**config.mk**
```make
export PLATFORM = sky130hd
export DESIGN_NAME = bldc_deadtime_gen
export DESIGN_NICKNAME = d
export VERILOG_FILES = /design/src/rtl/bldc_deadtime_gen.sv
export SDC_FILE = /design/constraint.sdc
export NUM_CORES = 1
export LEC_CHECK = 0
export ABC_AREA = 1
export CAP_MARGIN = 10
export CORE_UTILIZATION = 50
export DETAILED_ROUTE_END_ITERATION = 10
export GPL_ROUTABILITY_DRIVEN = 0
export PLACE_DENSITY = 0.72
export SLEW_MARGIN = 10
export SYNTH_ARGS = -nofsm -noshare
export SYNTH_HDL_FRONTEND = slang
export SYNTH_SLANG_ARGS = --single-unit
```
**constraint.sdc**
```tcl
create_clock -name CLK -period 3.9 [get_ports CLK]
set_input_delay 0.39 -clock CLK [delete_from_list [all_inputs] [get_ports CLK]]
set_output_delay 0.39 -clock CLK [all_outputs]
set_load 0.01 [all_outputs]
```
**src/rtl/bldc_deadtime_gen.sv**
```systemverilog
// BLDC gate dead-time generator.
// Three independent per-phase FSMs turn the raw high/low gate requests into
// gate drives with a programmable dead window between high-side and
// low-side conduction. A shared sticky FAULT flags simultaneous requests.
module bldc_deadtime_gen #(
  parameter int DT = 8,
  parameter int CW = 8
) (
  input  logic       CLK,
  input  logic       RST_N,
  input  logic       EN,
  input  logic       A,
  input  logic       B,
  input  logic       C,
  input  logic       AA,
  input  logic       BB,
  input  logic       CC,
  input  logic       FLT_CLR,
  output logic       A_HS,
  output logic       B_HS,
  output logic       C_HS,
  output logic       A_LS,
  output logic       B_LS,
  output logic       C_LS,
  output logic       FAULT,
  output logic [2:0] DEAD
);

  typedef enum logic [1:0] {
    ST_IDLE = 2'd0,
    ST_HIGH = 2'd1,
    ST_LOW  = 2'd2,
    ST_DEAD = 2'd3
  } state_t;

  // Reload value: DT-1 so that a dead window spans exactly DT cycles.
  localparam logic [CW-1:0] CNT_LOAD = CW'(DT - 32'sd1);
  localparam logic [CW-1:0] CNT_ZERO = {CW{1'b0}};
  localparam logic [CW-1:0] CNT_ONE  = {{(CW-1){1'b0}}, 1'b1};

  logic [2:0]    rh_s;
  logic [2:0]    rl_s;
  logic [2:0]    cf_s;

  state_t        state_q [3];
  state_t        state_d [3];
  logic [CW-1:0] cnt_q   [3];
  logic [CW-1:0] cnt_d   [3];
  logic [2:0]    hs_q, hs_d;
  logic [2:0]    ls_q, ls_d;
  logic [2:0]    dead_q, dead_d;
  logic          fault_q, fault_d;

  assign rh_s = {C, B, A};
  assign rl_s = {CC, BB, AA};
  assign cf_s = rh_s & rl_s;

  // Per-phase next-state, dead counter and registered-output decode.
  always_comb begin
    for (int p = 0; p < 3; p++) begin
      state_d[p] = state_q[p];
      cnt_d[p]   = cnt_q[p];
      if (!EN) begin
        // Disabled: hold every gate off and keep the window reloaded.
        state_d[p] = ST_DEAD;
        cnt_d[p]   = CNT_LOAD;
      end else if (cf_s[p]) begin
        // Conflicting requests: park in DEAD and restart the window.
        state_d[p] = ST_DEAD;
        cnt_d[p]   = CNT_LOAD;
      end else begin
        case (state_q[p])
          ST_IDLE: begin
            if (rh_s[p]) begin
              state_d[p] = ST_HIGH;
            end else if (rl_s[p]) begin
              state_d[p] = ST_LOW;
            end else begin
              state_d[p] = ST_IDLE;
            end
          end
          ST_HIGH: begin
            if (rh_s[p]) begin
              state_d[p] = ST_HIGH;
            end else begin
              state_d[p] = ST_DEAD;
              cnt_d[p]   = CNT_LOAD;
            end
          end
          ST_LOW: begin
            if (rl_s[p]) begin
              state_d[p] = ST_LOW;
            end else begin
              state_d[p] = ST_DEAD;
              cnt_d[p]   = CNT_LOAD;
            end
          end
          ST_DEAD: begin
            if (cnt_q[p] != CNT_ZERO) begin
              cnt_d[p] = cnt_q[p] - CNT_ONE;
            end else if (rh_s[p]) begin
              state_d[p] = ST_HIGH;
            end else if (rl_s[p]) begin
              state_d[p] = ST_LOW;
            end else begin
              state_d[p] = ST_IDLE;
            end
          end
          default: begin
            state_d[p] = ST_DEAD;
            cnt_d[p]   = CNT_LOAD;
          end
        endcase
      end
      hs_d[p]   = (state_d[p] == ST_HIGH);
      ls_d[p]   = (state_d[p] == ST_LOW);
      dead_d[p] = (state_d[p] == ST_DEAD);
    end
  end

  // Sticky fault: a conflict sets it, and set wins over a coincident clear.
  always_comb begin
    if (EN && (|cf_s)) begin
      fault_d = 1'b1;
    end else if (FLT_CLR && !(|cf_s)) begin
      fault_d = 1'b0;
    end else begin
      fault_d = fault_q;
    end
  end

  // State, counters and registered outputs with synchronous active-low reset.
  always_ff @(posedge CLK) begin
    if (!RST_N) begin
      for (int p = 0; p < 3; p++) begin
        state_q[p] <= ST_DEAD;
        cnt_q[p]   <= CNT_LOAD;
      end
      hs_q    <= 3'b000;
      ls_q    <= 3'b000;
      dead_q  <= 3'b111;
      fault_q <= 1'b0;
    end else begin
      for (int p = 0; p < 3; p++) begin
        state_q[p] <= state_d[p];
        cnt_q[p]   <= cnt_d[p];
      end
      hs_q    <= hs_d;
      ls_q    <= ls_d;
      dead_q  <= dead_d;
      fault_q <= fault_d;
    end
  end

  assign A_HS  = hs_q[0];
  assign B_HS  = hs_q[1];
  assign C_HS  = hs_q[2];
  assign A_LS  = ls_q[0];
  assign B_LS  = ls_q[1];
  assign C_LS  = ls_q[2];
  assign DEAD  = dead_q;
  assign FAULT = fault_q;

endmodule

```
# After elaboration in Yosys (flattened, before gate mapping)
# Memory sizes are Yosys's and may differ from the RTL's.
# Cells that the tools add are included.
[op_classes] addsub=3 n_eq_ne=18 muxes=52 bitwise_logic=7 n_reduce_logical=11
[op_table] op="$mux W8" count=18
[op_table] op="$pmux W8 S3" count=3
[op_table] op="$mux W2" count=21
[op_table] op="$eq A2 B2 Y1 const B" count=12
[op_table] op="$pmux W2 S4" count=3
[op_table] op="$reduce_bool A8 Y1" count=3
[op_table] op="$sub A8 B1 Y8 const B" count=3
[op_table] op="$eq A2 B1 Y1 const B" count=6
[op_table] op="$mux W1" count=7
[op_table] op="$logic_not A2 Y1" count=3
[op_table] op="$or A1 B1 Y1" count=6
[op_table] op="$and A3 B3 Y3" count=1
[op_table] op="$reduce_or A3 Y1" count=1
[op_table] op="$logic_and A1 B1 Y1" count=2
[op_table] op="$reduce_bool A2 Y1" count=1
[op_table] op="$logic_not A1 Y1" count=1
[totals] ff_bits=10 ramBits=30 inputBits=10 out_inout_bits=10 word_cells=97 memories=2
[mem_list] memory="cnt_q" words=3 width=8 read_ports=3 rd_ports_with_merged_regs=0 write_ports=3 line_no="47" source="logic [CW-1:0] cnt_q [3];"
[mem_list] memory="state_q" words=3 width=2 read_ports=3 rd_ports_with_merged_regs=0 write_ports=3 line_no="45" source="state_t state_q [3];"

# Longest topological paths before layout
# Gate-level depths: netlist of run 1.
[depth] word_depth=7 depth_mapped=11 ltp_nobuf=11

# Least setup slack after synthesis of run 1
# No wires, ideal clock.
[synth_path] path_kind="flip-flop to flip-flop" startpoint="memory state_q[0][0] in the netlist's numbering" endpoint="memory cnt_q[0][2]" arrival_ns=1.316 t_required_ns=3.783 setup_slack_ns=2.467 path_stages_with_launch=10 synth_period_minus_slack_ns=1.433 path_cell_list="dfxtp_1 inv_1 ha_1 inv_1 o21ai_0 nor2_1 nand2_2 nor2_4 xor2_1 nand2_1"
[synth_rtl] item="from (decl)" line_no="45"
[synth_rtl] item="to (decl)" line_no="47"

==> results of run 1 <==
-- power by group --
group | internal (W) | switching (W)
Combinational | 0.0000175 | 0.0000221
Sequential | 0.000411 | 0.00000188
Clock | 0.000141 | 0.000146
Total | 0.000570 | 0.000170
-- Yosys cell counts, drive strengths merged --
cell type  count
nand2         81
a21oi         19
a41oi          1
clkinv         1
dfxtp         40
o21ai         19
o21bai         1
nand4          3
nor2          53
a21boi         1
nor3           4
xor2           2
nand3b         1
o211ai         2
nand3         19
inv           51
ha             8
nor4           1
-- kinds of logic after synthesis --
| family | synth area share |
|---|---|
| fa+ha+maj | 0.0480 |
| flops | 0.384 |
| buf+inv | 0.0937 |
| compound gates | 0.121 |
| xor+xnor | 0.00841 |
| simple gates | 0.345 |
-- per-stage QoR --
| step | std cells | total power [W] | util | hold slack (ns) | worst slack (ns) |
|---|---|---|---|---|---|
| 5_1_grt | 384 | 0.000772 | 0.607 | 0.502 | 2.09 |
| 2_1_floorplan | 307 | 0.000444 | - | 0.437 | 2.47 |
| 4_1_cts | 384 | 0.000748 | 0.607 | 0.481 | 2.26 |
| 6_report | 384 | 0.000740 | 0.607 | 0.476 | 2.25 |
| 3_3_place_gp | 376 | 0.000462 | 0.584 | 0.457 | 2.02 |
| 3_5_place_dp | 376 | 0.000463 | 0.584 | 0.461 | 1.99 |
-- placed cells by master (no fill, tap or decap), drive strengths merged, types with 3 or more instances in the layout --
cell type      count
nand3             19
nor2              53
clkbuf             6
nand4              3
clkinv             3
nor3               4
dfxtp             40
ha                 8
a21oi             19
clkdlybuf4s50     19
o21ai             19
inv               51
nand2             81
-- layout make-up --
type | count | area (sq um)
Timing Repair Buffer | 19 | 190
Inverter | 52 | 195
Sequential cell | 40 | 801
Multi-Input combinational cell | 215 | 1090
Fill cell | 379 | 1570
Clock inverter | 2 | 10.0
Clock buffer | 6 | 82.6
Tap cell | 50 | 62.6
-- how the worst max path moves through the flow --
stage / slack [ns] / depth (start not counted) / from / end
after detailed placement: 1.99 / 7 / RST_N / cnt_q[0][19]
after global placement: 2.02 / 7 / RST_N / cnt_q[0][19]
final: 2.25 / 9 / state_q[0][0] / cnt_q[0][5]
after global routing: 2.09 / 9 / state_q[0][1] / cnt_q[0][5]
after CTS: 2.26 / 9 / state_q[0][0] / cnt_q[0][5]
after floorplan: 2.47 / 9 / state_q[0][0] / cnt_q[0][2]
-- registers in the layout, indices dropped and copies added, names as in the netlist --
name,cells
DEAD,3
hs_q,3
FAULT,1
ls_q,3
state_q,6
cnt_q,24
-- worst register-to-register path, delay by kind of cell, from the launching register on --
kind / cells / cell delay (ns)
AND/OR/NAND/NOR: 4 / 0.61
AO/OA/AOI/OAI: 2 / 0.20
buffers and inverters: 2 / 0.15
adder cells (fa/ha/maj): 1 / 0.23
flip-flops: 1 / 0.39
-- layer usage --
metal / share of wire / up-vias
met1: 0.51 / 800
met3: 0.035 / 5
li1: - / 1011
met2: 0.44 / 24
met5: 0 / -
met4: 0.011 / 0
==> summary.txt, run 1 <==
Global router's overall resource usage -> 0.191
Share of Yosys cell area claimed by the top area cell type -> 0.384
Antenna violations before repair -> 0
Total leakage power -> 1.18 nW
Slack of the worst reg-to-reg path -> 2.25 ns
Unrepaired setup endpoints after global routing -> false
Capture endpoint of the worst hold path -> cnt_q[0][16]
Final routed DRC violation total -> 0
Clock Path Buffers -> 2
Number of diodes added for antenna fixing -> 0
Busiest layer in global routing -> met2
Critical-path maximum fanout -> 6
Post-CTS Repair Setup Buffers -> 0
TritonCTS clock tree -> built
Average size of a mapped cell -> 6.79 sq um
Instance area at placement -> 0.00234 sq mm
Cell variety after synth -> 29
Warnings, synthesis -> 0
Global routing met2 resource utilization -> 0.308
Worst reg2reg endpoint -> cnt_q[0][5]
Total nets after synthesis -> 325
Fin nets -> 351
Power density over the cells -> 305 mW/mm^2
Synthesized instance count -> 307
Cell depth of the worst hold path -> 2
Met1 track utilization from global routing -> 0.237
Number of global-route vias before repair -> 1635
Routed WL per cell -> 9.88 microns
Setup total negative slack -> 0 ns
Avg Vias per Cell -> 4.79
Cell type contributing the most total cell area after synthesis -> sky130_fd_sc_hd__dfxtp_1
Chain of cells forming the critical path -> inv_1, ha_1, inv_1, o21ai_0, nor2_1, nand2_2, nor2_1, nand3_1, a21oi_1
Post-route clock period utilization -> 0.423
Worst reg-to-reg path cell count -> 9
Cell area after layout -> 0.00243 sq mm
Layout area overhead -> 16.6%
Die Y -> 66.6 microns
Hold-fix buffers, CTS -> 0
Worst clock skew on the final layout -> 0.00757 ns
Total buffers and inverters traversed by the critical path -> 2
Number of gates resized after CTS -> 0
Core Footprint -> 0.00400 sq mm
Number of buffers created by CTS -> 5
Post-Syn Area -> 0.00208 sq mm
Critical Path Sink Type -> register
Row cnt -> 23
FF+latch count, synth -> 40
Initial DRT Pass Iterations -> 4
Root buffer cell -> sky130_fd_sc_hd__clkbuf_8
Largest net degree at the start of global routing -> 13
Final setup violation count -> 0
Slowest stage cell on the critical path -> sky130_fd_sc_hd__dfxtp_1
Clock-pin slew on the worst setup and hold paths -> 0.08 ns
Class of the most critical setup path -> register to register
Startpoint types -> register
Worst hold-check path type -> register to register
Clock latency on the worst-skew pair -> 0.30 ns
Global-route wire length before repair -> 6.53 mm
Fraction of met3 tracks used by global routing -> 0.0599
Number of pins exceeding their max-slew limit in the final report -> 0
Fraction of layout cells with a size suffix above 1 -> 0.0868
Worst Max-Slew Pin Slew -> 0.282 ns
Effective utilization at floorplan -> 0.521
Biggest area contributors in the synthesized netlist -> sky130_fd_sc_hd__dfxtp_1 (38%), sky130_fd_sc_hd__nand2_1 (14%), sky130_fd_sc_hd__inv_1 (8.8%)
Fraction of the yosys area taken by sequential cells -> 0.384
Die width -> 66.6 microns
Hold_sp -> cnt_q[0][16]
Max Cap Violations -> 0
Total via count after detailed routing -> 1840
Clock sinks -> 40
Run status -> complete, no violations
Number of DRC markers in iteration 0 -> 102
Worst Path Required -> 4.13 ns
Number of placed I/O pins -> 20
Critical Path Max Stage Delay -> 0.39 ns
Fmax -> 0.607 GHz
Depth of the CTS H-tree -> 2
Final routed wirelength across all metal layers -> 3.79 mm
Max-slew headroom -> 0.812
Launch point of the worst reg-to-reg path -> state_q[0][0]
Category of cells accounting for the largest share of critical-path delay -> simple AND/OR/NAND/NOR gates
Arr. time, crit path -> 1.88 ns
Final period demand of the worst path -> 1.65 ns
VDD IR-drop max -> 0.194 mV
Die Outline Area -> 0.00443 sq mm
Residual overflow from global routing -> 0
Count of final hold-check violations -> 0
Number of I/O port buffers -> 19
DRT antenna net count -> 0
Placed wire-length estimate after detailed placement -> 2.96 mm
Power figures use the tool's default switching activity.
==> run 2, diff against run 1 <==
==> constraint.sdc (replaced) <==
create_clock -name CLK -period 1.7 [get_ports CLK]
set_input_delay 0.17 -clock CLK [delete_from_list [all_inputs] [get_ports CLK]]
set_output_delay 0.17 -clock CLK [all_outputs]
set_load 0.01 [all_outputs]
==> run 2 against run 1 <==
Net effect: highest routed layer unchanged; global-route usage rose by 0.35 points; first-iteration DRC count rose by 19%; critical path depth did not move; clock-buffer cell count fell by 1; die area did not move; sequential share of layout area fell by 0.82 points.
==> summary.txt, run 2 (synthesis gave the netlist of run 1 again) <==
Root buffer cell -> sky130_fd_sc_hd__clkbuf_8
Largest net degree at the start of global routing -> 15
Row cnt -> 23
Clock-pin slew on the worst setup and hold paths -> 0.09 ns
Placed wire-length estimate after detailed placement -> 2.80 mm
Global router's overall resource usage -> 0.194
DRT antenna net count -> 0
Instance area at placement -> 0.00236 sq mm
Total via count after detailed routing -> 1878
Final routed DRC violation total -> 0
Clock Path Buffers -> 2
Worst clock skew on the final layout -> 0.00944 ns
Register name with the most flops -> cnt_q
Initial DRT Pass Iterations -> 6
Final setup violation count -> 0
Final routed wirelength across all metal layers -> 3.78 mm
Avg Vias per Cell -> 4.82
VDD IR-drop max -> 0.430 mV
Number of placed I/O pins -> 20
Layout area overhead -> 20.7%
Total leakage power -> 1.21 nW
Count of final hold-check violations -> 0
Area of combinational cells with multiple inputs -> 0.00110 sq mm
Most frequent standard cell in the layout excluding fill and tap cells -> sky130_fd_sc_hd__nand2_1
Startpoint types -> register
Post-route clock period utilization -> 0.918
Die Y -> 66.6 microns
Top library cells by usage in the layout, fill and taps aside -> sky130_fd_sc_hd__nand2_1 (75), sky130_fd_sc_hd__inv_1 (47), sky130_fd_sc_hd__nor2_1 (44)
Number of global-route vias before repair -> 1611
Max Cap Violations -> 0
Class of the most critical setup path -> register to register
Die width -> 66.6 microns
Hold_sp -> cnt_q[0][0]
Startpoint of the most critical setup path -> cnt_q[0][8]
Depth of the CTS H-tree -> 2
Global-route wire length before repair -> 6.51 mm
Worst Path Required -> 1.89 ns
Number of pins exceeding their max-slew limit in the final report -> 0
Number of DRC markers in iteration 0 -> 121
Number of I/O port buffers -> 19
Effective utilization at floorplan -> 0.521
Fmax -> 0.641 GHz
Final period demand of the worst path -> 1.56 ns
Fin nets -> 357
Worst hold-check path type -> register to register
Post-route total power -> 0.00185 W
Cell area after layout -> 0.00251 sq mm
Power density over the cells -> 735 mW/mm^2
Max-slew headroom -> 0.820
Worst Max-Slew Pin Slew -> 0.270 ns
Antenna violations before repair -> 0
TritonCTS clock tree -> built
Setup total negative slack -> 0 ns
Clock latency on the worst-skew pair -> 0.30 ns
Arr. time, crit path -> 1.75 ns
Fraction of layout cells with a size suffix above 1 -> 0.126
Clock sinks -> 40
Sequential cell area -> 808 sq um
Layout fillers -> 358
Launch point of the worst reg-to-reg path -> cnt_q[0][8]
Core Footprint -> 0.00400 sq mm
Critical Path Sink Type -> register
Number of diodes added for antenna fixing -> 0
Registers with the highest flip-flop counts -> cnt_q: 24 flops, state_q: 6 flops
Residual overflow from global routing -> 0
Routed WL per cell -> 9.68 microns
Die Outline Area -> 0.00443 sq mm
Run status -> complete, no violations
Hold-fix buffers, CTS -> 0
Number of buffers created by CTS -> 5
Largest register FFs -> 24
Critical-path maximum fanout -> 6
-- run 2: cell types whose count changed in the layout (fill, tap and decap cells not counted), moves of 2 or more --
cell,previous run,this run
sky130_fd_sc_hd__clkinv_2,2,0
sky130_fd_sc_hd__buf_4,0,6
sky130_fd_sc_hd__dfxtp_1,40,38
sky130_fd_sc_hd__dfxtp_4,0,2
sky130_fd_sc_hd__ha_2,0,2
sky130_fd_sc_hd__ha_1,8,6
sky130_fd_sc_hd__inv_1,49,47
sky130_fd_sc_hd__nor2_1,46,44
sky130_fd_sc_hd__nor2_2,3,5
sky130_fd_sc_hd__inv_2,2,4
-- run 2: path summary, 6_finish.rpt --
path | to | slack [ns] | cells after the start
worst min register to register | cnt_q[0][0] | 0.48 | 2
worst min-delay path | cnt_q[0][0] | 0.48 | 2
worst max register to register | cnt_q[0][8] | 0.14 | 9
worst max-delay path | cnt_q[0][8] | 0.14 | 9
-- run 2: critical path: stages (launching register included) --
cell and delay [ns]:
sky130_fd_sc_hd__dfxtp_1 0.36, sky130_fd_sc_hd__inv_1 0.08, sky130_fd_sc_hd__ha_1 0.22, sky130_fd_sc_hd__inv_1 0.09, sky130_fd_sc_hd__nor2_1 0.05, sky130_fd_sc_hd__nand4_1 0.13, sky130_fd_sc_hd__nand2_2 0.15, sky130_fd_sc_hd__buf_4 0.17
sky130_fd_sc_hd__a21oi_1 0.11, sky130_fd_sc_hd__o21ai_0 0.10
-- run 2: where the power goes --
| group | switching (W) | internal (W) | total, W |
|---|---|---|---|
| Sequential | 0.00000458 | 0.000941 | 0.000945 |
| Clock | 0.000361 | 0.000442 | 0.000803 |
| Combinational | 0.0000541 | 0.0000446 | 0.0000987 |
| Total | 0.000419 | 0.00143 | 0.00185 |
-- run 2: cell type report --
| class | count | share of cell area |
|---|---|---|
| tap | 50 | 0.0249 |
| multi-input combinational | 215 | 0.437 |
| clock buffer | 5 | 0.0274 |
| sequential | 40 | 0.322 |
| timing repair buffer | 25 | 0.0936 |
| clock inverter | 3 | 0.0184 |
| inverter | 52 | 0.0777 |
-- run 2: through the flow --
step | hold WS [ns] | cells | util | worst slack, ns
detailed placement | 0.463 | 379 | 0.590 | 0.0875
global route | 0.502 | 390 | 0.628 | -0.0111
finish | 0.482 | 390 | 0.628 | 0.139
CTS | 0.482 | 387 | 0.618 | 0.0887
floorplan | 0.239 | 307 | - | 0.267
global placement | 0.455 | 379 | 0.590 | 0.102
-- run 2: what timing repair did --
action                                  in CTS  in global routing
setup buffers                                0                  3
endpoints found under the setup margin       0                 11
gates resized for setup                      0                 10
hold endpoints to repair                     0                  0
-- run 2: routing by layer --
layer | wire [microns] | share of wire | track usage | vias to the layer above
met5 | 0 | 0 | 0 | -
met4 | 96 | 0.025 | 0.0851 | 0
met3 | 146 | 0.039 | 0.0616 | 11
met2 | 1660 | 0.44 | 0.306 | 34
met1 | 1870 | 0.50 | 0.241 | 805
li1 | - | - | - | 1028
